[src/rtl/rst_conditioner_pkg.sv]
// Shared widths and FSM state encoding for the reset conditioner.
package rst_conditioner_pkg;

    localparam int unsigned StateW = 3;
    localparam int unsigned DcntW  = 20;
    localparam int unsigned CntW   = 16;
    localparam int unsigned EvtW   = 8;

    typedef enum logic [StateW-1:0] {
        StIdle   = 3'd0,
        StWait   = 3'd1,
        StFilter = 3'd2,
        StRun    = 3'd3,
        StHold   = 3'd4
    } state_e;

endpackage

[src/rtl/rst_debounce.sv]
// Two-flop synchronisers for the reset key and PLL lock, plus key debounce.
module rst_debounce
    import rst_conditioner_pkg::*;
#(
    parameter logic [DcntW-1:0] DEBOUNCE_CYC = 20'd1000000
) (
    input  logic clk_i,
    input  logic rstn_i,
    input  logic key_n_i,
    input  logic pll_locked_i,
    output logic key_db_o,
    output logic lock_s_o
);

    logic             key_meta_q, key_s_q;
    logic             lock_meta_q, lock_s_q;
    logic             key_db_q;
    logic [DcntW-1:0] dcnt_q;

    always_ff @(posedge clk_i or negedge rstn_i) begin
        if (!rstn_i) begin
            key_meta_q  <= 1'b1;
            key_s_q     <= 1'b1;
            lock_meta_q <= 1'b0;
            lock_s_q    <= 1'b0;
        end else begin
            key_meta_q  <= key_n_i;
            key_s_q     <= key_meta_q;
            lock_meta_q <= pll_locked_i;
            lock_s_q    <= lock_meta_q;
        end
    end

    // dcnt counts consecutive cycles the synced key disagrees with the accepted level.
    always_ff @(posedge clk_i or negedge rstn_i) begin
        if (!rstn_i) begin
            key_db_q <= 1'b1;
            dcnt_q   <= '0;
        end else if (key_s_q == key_db_q) begin
            dcnt_q <= '0;
        end else if (dcnt_q == DEBOUNCE_CYC - 20'd1) begin
            key_db_q <= key_s_q;
            dcnt_q   <= '0;
        end else begin
            dcnt_q <= dcnt_q + 20'd1;
        end
    end

    assign key_db_o = key_db_q;
    assign lock_s_o = lock_s_q;

endmodule

[src/rtl/rst_conditioner.sv]
// Combines global reset, debounced key and filtered PLL lock into one registered reset.
module rst_conditioner
    import rst_conditioner_pkg::*;
#(
    parameter logic [DcntW-1:0] DEBOUNCE_CYC    = 20'd1000000,
    parameter logic [CntW-1:0]  LOCK_STABLE_CYC = 16'd4096,
    parameter logic [CntW-1:0]  MIN_ASSERT      = 16'd64
) (
    input  logic              clk_i,
    input  logic              rstn_i,
    input  logic              key_n_i,
    input  logic              pll_locked_i,
    output logic              rstn_o,
    output logic              lock_lost_o,
    output logic [EvtW-1:0]   evt_cnt_o,
    output logic [StateW-1:0] state_o
);

    logic key_db;
    logic lock_s;
    logic good;

    state_e            state_q;
    logic [CntW-1:0]   cnt_q;
    logic              rstn_q;
    logic              lock_lost_q;
    logic [EvtW-1:0]   evt_cnt_q;

    rst_debounce #(
        .DEBOUNCE_CYC (DEBOUNCE_CYC)
    ) u_debounce (
        .clk_i        (clk_i),
        .rstn_i       (rstn_i),
        .key_n_i      (key_n_i),
        .pll_locked_i (pll_locked_i),
        .key_db_o     (key_db),
        .lock_s_o     (lock_s)
    );

    assign good = lock_s & key_db;

    // rstn_q is updated with the state so it is high exactly while state_q is StRun.
    always_ff @(posedge clk_i or negedge rstn_i) begin
        if (!rstn_i) begin
            state_q     <= StIdle;
            cnt_q       <= '0;
            rstn_q      <= 1'b0;
            lock_lost_q <= 1'b0;
            evt_cnt_q   <= '0;
        end else begin
            rstn_q <= 1'b0;
            case (state_q)
                StIdle: begin
                    state_q <= StWait;
                end
                StWait: begin
                    if (good) begin
                        state_q <= StFilter;
                        cnt_q   <= '0;
                    end
                end
                StFilter: begin
                    if (!good) begin
                        state_q <= StWait;
                        cnt_q   <= '0;
                    end else if (cnt_q == LOCK_STABLE_CYC - 16'd1) begin
                        state_q <= StRun;
                        rstn_q  <= 1'b1;
                    end else begin
                        cnt_q <= cnt_q + 16'd1;
                    end
                end
                StRun: begin
                    if (!good) begin
                        state_q <= StHold;
                        cnt_q   <= '0;
                        if (evt_cnt_q != 8'hFF) begin
                            evt_cnt_q <= evt_cnt_q + 8'd1;
                        end
                        if (!lock_s) begin
                            lock_lost_q <= 1'b1;
                        end
                    end else begin
                        rstn_q <= 1'b1;
                    end
                end
                StHold: begin
                    if (cnt_q == MIN_ASSERT - 16'd1) begin
                        state_q <= StWait;
                    end else begin
                        cnt_q <= cnt_q + 16'd1;
                    end
                end
                default: begin
                    state_q <= StIdle;
                end
            endcase
        end
    end

    assign rstn_o      = rstn_q;
    assign lock_lost_o = lock_lost_q;
    assign evt_cnt_o   = evt_cnt_q;
    assign state_o     = state_q;

endmodule

[config.mk]
export PLATFORM = sky130hd
export DESIGN_NAME = rst_conditioner
export DESIGN_NICKNAME = d
export VERILOG_FILES = /design/src/rtl/rst_conditioner_pkg.sv /design/src/rtl/rst_debounce.sv /design/src/rtl/rst_conditioner.sv
export SDC_FILE = /design/constraint.sdc
export NUM_CORES = 1
export LEC_CHECK = 0
export BUFFER_PORTS_ARGS = -buffer_cell sky130_fd_sc_hd__buf_2
export CORE_MARGIN = 2
export CORE_UTILIZATION = 40
export DETAILED_ROUTE_END_ITERATION = 6
export GPL_TIMING_DRIVEN = 0
export PLACE_DENSITY = 0.56
export SKIP_LAST_GASP = 1
export SYNTH_ARGS = -nofsm -noshare
export SYNTH_HDL_FRONTEND = slang
export SYNTH_SLANG_ARGS = --single-unit
export TNS_END_PERCENT = 20
[constraint.sdc]
create_clock -name clk_i -period 1.9 [get_ports clk_i]
set_input_delay 0.285 -clock clk_i [delete_from_list [all_inputs] [get_ports clk_i]]
set_output_delay 0.285 -clock clk_i [all_outputs]
set_load 0.05 [all_outputs]
==> summary.md, run 1 <==
| Metric | Value |
|---|---|
| Post-Route WL | 5719 microns |
| Std-Cell Rows | 30 |
| Largest net degree at the start of global routing | 55 |
| Critical path type | reg2reg |
| Startpoint types | register |
| Final period utilization | 111.8% |
| Clock skew | 0.004723 ns |
| Final setup vio count | 16 |
| Syn nets | 281 |
| DRC | 0 |
| Net Sw Power | 0.4368 mW |
| Slack of the critical path | -0.2249 ns |
| R2R cell count | 7 |
| Cells after synthesis | 274 |
| CTS H-tree lvls | 2 |
| First-pass DRT Iterations | 4 |
| Ports | 17 |
| Hold WC Path Type | in2async |
| Total gr overflow | 0 |
| Switching share of power | 22.96% |
| Layout cell share with drive strength beyond 1 | 25.00% |
| Combinational share of power | 2.4% |
| Slew Viols, Final | 0 |
| Worst path top cell family by delay | simple AND/OR/NAND/NOR gates |
| Initial core utilization | 40.97% |
| RSZ-0062 raised after global routing | yes |
| Mapped cell area | 2753 sq um |
| Seq/Total Area, Yosys | 49.23% |
| Gp weighted congestion | 0.7718 |
| Antenna violations before repair | 0 |
| RR Startpoint | cnt_q[10] |
| Required time of the critical path | 2.13 ns |
| Avg Cell Area, Syn | 10.05 sq um |
| DIE AREA | 7561 sq um |
| Net count, final | 314 |
| Synth Area in Adders | 1.727% |
| Crit path time final | 2.125 ns |
| Reg2Reg Capture Point | cnt_q[11] |
| Clock Sinks | 54 |
| Simple-gate share of the synthesized area | 24.77% |
| Clock power share | 36.2% |
| Status | finished, violations left |
| FF+latch area | 1363 sq um |
| CP peak stage delay | 0.55 ns |
| Cts bufs inserted | 5 |
| Post-Synth XOR/XNOR Area | 8.591% |
| Main combinational cell family by area after synthesis | simple AND/OR/NAND/NOR gates |
| Max VDD drop | 0.3147 mV |
| Core area | 6719 sq um |
| Diode count | 0 |
| CTS tree | built |
| Count leader, synth | dfrtp_1 |
| Area growth syn-to-layout | 18.18% |
| Synth Area in Compound Gates | 11.27% |
| Worst slew pin tran | 0.7004 ns |
| Initial drt markers | 113 |
| Async SR Flop Fraction | 100.0% |
| Crit path depth | 7 |
| Slew headroom | 52.92% |
| R2r setup slk | -0.22 ns |
| Top cells by area, synth | dfrtp_1 46%, xor2_1 4.5%, xnor2_1 4.1%, nor2_1 4.1%, nand2_1 3.8% |
| Synth unique cells | 54 |
| # placed instances | 370 |
| EDFF count, synth | 0 |
| Setup TNS | -3.046 ns |
| Via count | 2080 |
| Static Leak | 1.385 nW |
| Maximum clock path buffer count | 2 |
| Clk slew on worst S/H paths | 0.10 ns |
| Area of the multi-input gates | 1415 sq um |
| Failing checks | setup timing |
| Flop pwr share | 61.4% |
| Global-route wire length before repair | 9315 microns |
| PortBufs | 16 |
| Vias in the first global route | 1999 |
| Die X | 86.96 microns |
| Fin. Hold Viols | 0 |
| WL per Instance | 14.74 microns |
| Top-area cell type share of the netlist area | 46.36% |
| CTS root buffer | clkbuf_8 |
| Maxcap violations | 0 |
| P_int | 1.466 mW |
| Crit path max fanout | 7 |
| Crit end category | register |
| Die Height | 86.96 microns |
| Crit-path slowest cell | or4bb_4 |
| Mux share of post-synthesis cell area | 1.182% |
| Filler cells | 614 |
| Finished Layout Cells | 388 |
| Arrival time at the worst endpoint | 2.36 ns |
| Routed Antenna Nets | 0 |
| WP buf/inv | 2 |
| Vias/cell | 5.361 |
| All-Layer GR Usage | 15.63% |
| PD cells | 584.8 nW/um^2 |
| Ys Warns | 0 |
| Post-synth top flop | dfrtp_1 |
| Synth cell count leaders | 51 x dfrtp_1, 30 x nor2_1, 28 x nand2_1 |
| Worst skew pair latency | 0.31 ns |
| Crit-path cells | or4bb_4, nor4_4, nor2_1, a211o_1, buf_6, buf_4, a31oi_1 |
| Post-synthesis register bit count | 54 |
| DPL Wire Length | 3771 microns |
| Fmax | 470.6 MHz |
| Cell taking the most area after synthesis | dfrtp_1 |
worst reg2reg max path, delay by kind of cell, from the launching register on:
family                 cells  cell delay [ns]
AND/OR/NAND/NOR            3             0.93
flip-flops                 1             0.43
AO/OA/AOI/OAI              2             0.40
buffers and inverters      2             0.29
timing repair:
| item | 4_1_cts | 5_1_grt |
|---|---|---|
| gates resized for setup | 13 | 8 |
| gates cloned | 0 | 1 |
| endpoints found under the setup margin | 26 | 26 |
| pin swaps | 2 | 2 |
| hold buffers | 0 | 0 |
| buffers inserted | 6 | 4 |
logic make-up (layout without fill, tap and decap cells):
kind of cell	after synthesis	in the layout
simple gates	127	127
flops	54	54
compound gates	43	43
xor+xnor	27	27
buf+inv	16	50
fa+ha+maj	4	4
mux	3	3
layout by cell type, fill, tap and decap left out, types with 3 or more instances in the layout:
cell / netlist / layout
and2_1: 3 / 3
xnor2_1: 13 / 13
nand3_1: 19 / 18
xor2_1: 14 / 14
dfrtp_2: 0 / 6
dfstp_2: 3 / 3
a41oi_1: 4 / 4
a31oi_1: 13 / 11
and3_1: 10 / 9
nand4_1: 6 / 6
nor2_1: 30 / 29
buf_4: 0 / 13
buf_2: 2 / 16
o21ai_0: 5 / 4
dfrtp_1: 51 / 45
inv_1: 7 / 7
clkbuf_8: 0 / 6
nand2_1: 28 / 28
and4_1: 4 / 4
a21oi_1: 5 / 5
nor3_1: 7 / 6
area by class of cell:
| cell class | instances | area share [%] |
|---|---|---|
| repair buffers | 27 | 5.615 |
| well taps | 80 | 3.077 |
| inverters | 7 | 0.8077 |
| multi-input cells | 204 | 43.50 |
| clock buffers | 6 | 2.538 |
| plain buffers | 8 | 2.192 |
| clock inverters | 2 | 0.3846 |
| flip-flops and latches | 54 | 41.88 |
per-layer routing:
metal,track usage (%),routed length (microns),vias up
met1,20.46,2690,997
met4,5.398,73,0
li1,-,-,1055
met2,25.95,2816,21
met3,2.844,138,7
met5,0,0,-
state kept, by name (all words and copies together) (netlist names):
| register | cells |
|---|---|
| rstn_o | 1 |
| u_debounce.key_db_o | 1 |
| u_debounce.lock_s_o | 1 |
| lock_lost_o | 1 |
| u_debounce.key_meta_q | 1 |
| state_o | 3 |
| cnt_q | 16 |
| u_debounce.key_s_q | 1 |
| evt_cnt_o | 8 |
| u_debounce.lock_meta_q | 1 |
| u_debounce.dcnt_q | 20 |
worst max-delay path by stage:
stage,startpoint,endpoint,slack (ns)
3_5_place_dp,u_debounce.dcnt_q[2],u_debounce.dcnt_q[16],-0.43
6_report,cnt_q[10],cnt_q[11],-0.22
3_3_place_gp,u_debounce.dcnt_q[2],u_debounce.dcnt_q[17],-0.40
2_1_floorplan,cnt_q[13],cnt_q[15],-0.14
5_1_grt,cnt_q[10],cnt_q[5],-0.31
4_1_cts,cnt_q[11],cnt_q[2],-0.21
power groups by stage:
stage          clock network, mW  registers, mW  logic (mW)
6_report                   0.689           1.17      0.0461
5_1_grt                    0.755           1.17      0.0550
4_1_cts                    0.710           1.17      0.0485
3_5_place_dp                   0           1.19      0.0464
3_3_place_gp                   0           1.19      0.0460
2_1_floorplan                  0           1.19      0.0158
through the flow:
stage / hold WS [ns] / utilization (%) / power [mW] / setup slack, ns / area (sq um)
after floorplan: -0.01059 / - / 1.204 / -0.1418 / 2795
after global placement: 0.3335 / 44.28 / 1.235 / -0.3995 / 2975
after detailed placement: 0.3411 / 44.28 / 1.236 / -0.4298 / 2975
after CTS: 0.04588 / 47.19 / 1.926 / -0.2072 / 3171
after global routing: 0.04655 / 48.42 / 1.979 / -0.3126 / 3253
final: 0.005162 / 48.42 / 1.903 / -0.2249 / 3253
Note: power is estimated with default switching activity, not from simulation.
==> run 2, diff against run 1 <==
- PLACE_DENSITY: 0.56 -> 0.55
- SYNTH_HIERARCHICAL: unset -> 1
==> run 2 against run 1 <==
Compared with the run above:
- the run still ends with setup timing left
- die area is 2.2% higher
- global-route usage is 0.73 points lower
- clock-buffer cell count is 1 higher
- synthesized area is 2.3% higher
- design area hardly changed
- sequential share of layout area is 0.19 points lower
- core utilization is 0.50 points lower
- clock skew is 0.0013 ns lower
- critical path depth is 1 lower
- register-to-register slack better by 0.22 ns
- routed wire length is 6.1% lower
- critical endpoint is now cnt_q[9]
- largest cell class unchanged
- largest power group unchanged
==> summary.md, run 2 <==
| Metric | Value |
|---|---|
| Cells after synthesis | 268 (was 274) |
| Synth Area in Adders | 1.777% (was 1.727%) |
| Required time of the critical path | 2.15 ns (was 2.13 ns) |
| Final period utilization | 100.1% (was 111.8%) |
| Antenna violations before repair | 0 (unchanged) |
| Final instance area | 3256 sq um (was 3253 sq um) |
| Clock Sinks | 54 (unchanged) |
| Met3 usage in global routing | 4.241% (was 2.844%) |
| Layout cell share with drive strength beyond 1 | 25.57% (was 25.00%) |
| Slack of the critical path | -0.002563 ns (was -0.2249 ns) |
| Worst slew pin tran | 0.6829 ns (was 0.7004 ns) |
| EDFF count, synth | 0 (unchanged) |
| Most flop-heavy register | u_debounce/dcnt_q (was u_debounce.dcnt_q) |
| All-Layer GR Usage | 14.90% (was 15.63%) |
| CTS tree | built (unchanged) |
| Synth unique cells | 55 (was 54) |
| Hold WC Path Type | in2async (unchanged) |
| Top cells by area, synth | dfrtp_1 45%, xnor2_1 5.0%, nand2_1 3.1%, dfstp_2 2.8%, nor2_1 2.8% (was dfrtp_1 46%, xor2_1 4.5%, xnor2_1 4.1%, nor2_1 4.1%, nand2_1 3.8%) |
| PortBufs | 16 (unchanged) |
| RSZ-0062 raised after global routing | yes (unchanged) |
| Via count | 2107 (was 2080) |
| Std-Cell Rows | 30 (unchanged) |
| Simple-gate share of the synthesized area | 25.81% (was 24.77%) |
| Vias/cell | 5.254 (was 5.361) |
| Post-Route WL | 5372 microns (was 5719 microns) |
| Max reg flops | 20 (unchanged) |
| Fmax | 525.6 MHz (was 470.6 MHz) |
| Clock skew | 0.003447 ns (was 0.004723 ns) |
| FF+latch area | 1358 sq um (was 1363 sq um) |
| Net count, final | 312 (was 314) |
| Routed Antenna Nets | 0 (unchanged) |
| Area post-placement | 3019 sq um (was 2975 sq um) |
| Commonest cells after routing, fill and taps aside | 49 x dfrtp_1, 22 x nand2_1, 21 x nor2_1 (was 45 x dfrtp_1, 29 x nor2_1, 28 x nand2_1) |
| DPL Wire Length | 3595 microns (was 3771 microns) |
| CP peak stage delay | 0.54 ns (was 0.55 ns) |
| Avg Cell Area, Syn | 10.51 sq um (was 10.05 sq um) |
| First-pass DRT Iterations | 4 (unchanged) |
| Crit-path slowest cell | or4_1 (was or4bb_4) |
| Synth Area in Compound Gates | 10.93% (was 11.27%) |
| Crit path max fanout | 8 (was 7) |
| Cts bufs inserted | 5 (unchanged) |
| Final setup vio count | 1 (was 16) |
| Total gr overflow | 0 (unchanged) |
| Async SR Flop Fraction | 100.0% (unchanged) |
| Final core area utilization | 47.92% (was 48.42%) |
| Arrival time at the worst endpoint | 2.15 ns (was 2.36 ns) |
| Most common cell after layout, fill and taps aside | dfrtp_1 (unchanged) |
| Post-synthesis register bit count | 54 (unchanged) |
| Finished Layout Cells | 401 (was 388) |
| Ys Warns | 6 (was 0) |
| Main combinational cell family by area after synthesis | simple AND/OR/NAND/NOR gates (unchanged) |
| CTS root buffer | clkbuf_8 (unchanged) |
| Count leader, synth | dfrtp_1 (unchanged) |
| Gp weighted congestion | 0.8257 (was 0.7718) |
| DIE AREA | 7728 sq um (was 7561 sq um) |
| Vias in the first global route | 1988 (was 1999) |
| Maxcap violations | 0 (unchanged) |
| Top-area cell type share of the netlist area | 45.31% (was 46.36%) |
| # placed instances | 380 (was 370) |
| Worst path top cell family by delay | simple AND/OR/NAND/NOR gates (unchanged) |
| Clk slew on worst S/H paths | 0.09 ns (was 0.10 ns) |
| Crit end category | register (unchanged) |
| Worst skew pair latency | 0.30 ns (was 0.31 ns) |
| WL per Instance | 13.40 microns (was 14.74 microns) |
| Filler cells | 638 (was 614) |
| Global-route wire length before repair | 8983 microns (was 9315 microns) |
| Fin. Hold Viols | 0 (unchanged) |
| Status | finished, violations left (unchanged) |
| Area growth syn-to-layout | 15.59% (was 18.18%) |
| Syn nets | 276 (was 281) |
| Cell taking the most area after synthesis | dfrtp_1 (unchanged) |
| Die X | 87.91 microns (was 86.96 microns) |
| Initial drt markers | 75 (was 113) |
| Post-Synth XOR/XNOR Area | 7.774% (was 8.591%) |
| DRC | 0 (unchanged) |
| # hold bufs at CTS | 0 (unchanged) |
| Mux share of post-synthesis cell area | 2.577% (was 1.182%) |
| Synth cell count leaders | 51 x dfrtp_1, 23 x nand2_1, 21 x nor2_1 (was 51 x dfrtp_1, 30 x nor2_1, 28 x nand2_1) |
| Met2 GRT Util | 24.31% (was 25.95%) |
| Core area | 6794 sq um (was 6719 sq um) |
| Largest net degree at the start of global routing | 55 (unchanged) |
| Diode count | 0 (unchanged) |
| Slew Viols, Final | 0 (unchanged) |
| GRT Max-Usage Layer | met2 (unchanged) |
| RR Startpoint | cnt_q[10] (unchanged) |
| WP buf/inv | 1 (was 2) |
| Max VDD drop | 0.3053 mV (was 0.3147 mV) |
| Initial core utilization | 41.45% (was 40.97%) |
| Mapped cell area | 2816 sq um (was 2753 sq um) |
| Crit path time final | 1.903 ns (was 2.125 ns) |
| Ports | 17 (unchanged) |
| CTS H-tree lvls | 2 (unchanged) |
| PD cells | 576.1 nW/um^2 (was 584.8 nW/um^2) |
| Post-synth top flop | dfrtp_1 (unchanged) |
| Slew headroom | 54.47% (was 52.92%) |
| Static Leak | 1.439 nW (was 1.385 nW) |
| Crit-path cells | or4_1, nor4_4, a22oi_2, nand2b_1, buf_6, a22o_1 (was or4bb_4, nor4_4, nor2_1, a211o_1, buf_6, buf_4, a31oi_1) |
| Startpoint types | register (unchanged) |
| Worst setup path startpoint | cnt_q[10] (unchanged) |
| Failing checks | setup timing (unchanged) |
| Critical path type | reg2reg (unchanged) |
| Area of the multi-input gates | 1418 sq um (was 1415 sq um) |
| Seq/Total Area, Yosys | 48.11% (was 49.23%) |
| Place WS | -0.1241 ns (was -0.4298 ns) |
| Fin Hold WS | 0.01404 ns (was 0.005162 ns) |
| Maximum clock path buffer count | 2 (unchanged) |
| Die Height | 87.91 microns (was 86.96 microns) |
| Routing usage on met1 | 19.29% (was 20.46%) |
## run 2: timing repair
item	CTS	global route
pin swaps	3	1
gates resized for setup	10	3
hold endpoints to repair	0	0
setup endpoints to repair	27	29
setup buffers	9	4
## run 2: area by class of cell
type / count / area share (%)
plain buffers: 8 / 1.922
clock buffers: 7 / 2.652
clock inverters: 1 / 0.1537
inverters: 7 / 0.8071
multi-input cells: 199 / 43.54
flip-flops and latches: 54 / 41.70
well taps: 96 / 3.689
repair buffers: 29 / 5.534
## run 2: where the power goes
group / switching [mW] / internal [mW] / leakage (nW)
Clock: 0.363 / 0.295 / 0.0482
Sequential: 0.00818 / 1.16 / 0.730
Combinational: 0.0351 / 0.0150 / 0.661
Total: 0.406 / 1.47 / 1.44
## run 2: layer usage
layer | share of wire (%) | vias up | wire length (microns)
met5 | 0 | - | 0
met4 | 0.99 | 0 | 53
met3 | 2.9 | 5 | 154
met2 | 46 | 28 | 2465
met1 | 50 | 1021 | 2698
li1 | - | 1053 | -
## run 2: final timing paths
kind                                         end  slack (ns)  depth (start not counted)
setup / recovery                        cnt_q[9]      -0.003                          6
hold / removal                            rstn_o        0.01                          1
setup reg to reg                        cnt_q[9]      -0.003                          6
hold reg to reg              u_debounce/lock_s_o        0.36                          0
max in group asynchronous             state_o[2]        1.41                          1
min in group clk_i         u_debounce/key_meta_q        0.07                          1
## run 2: cell families after synthesis
logic type / after synthesis
multiplexers: 7
XOR/XNOR: 25
AND/OR/NAND/NOR: 123
flip-flops: 54
adder cells (fa/ha/maj): 4
AO/OA/AOI/OAI: 40
buffers and inverters: 15
## run 2: stage by stage
stage / TNS (ns) / power [mW]
4_1_cts: -0.006625 / 1.907
5_1_grt: -0.8896 / 1.974
6_report: -0.002563 / 1.876
3_5_place_dp: -1.759 / 1.236
3_3_place_gp: -1.639 / 1.235
2_1_floorplan: -0.05980 / 1.204
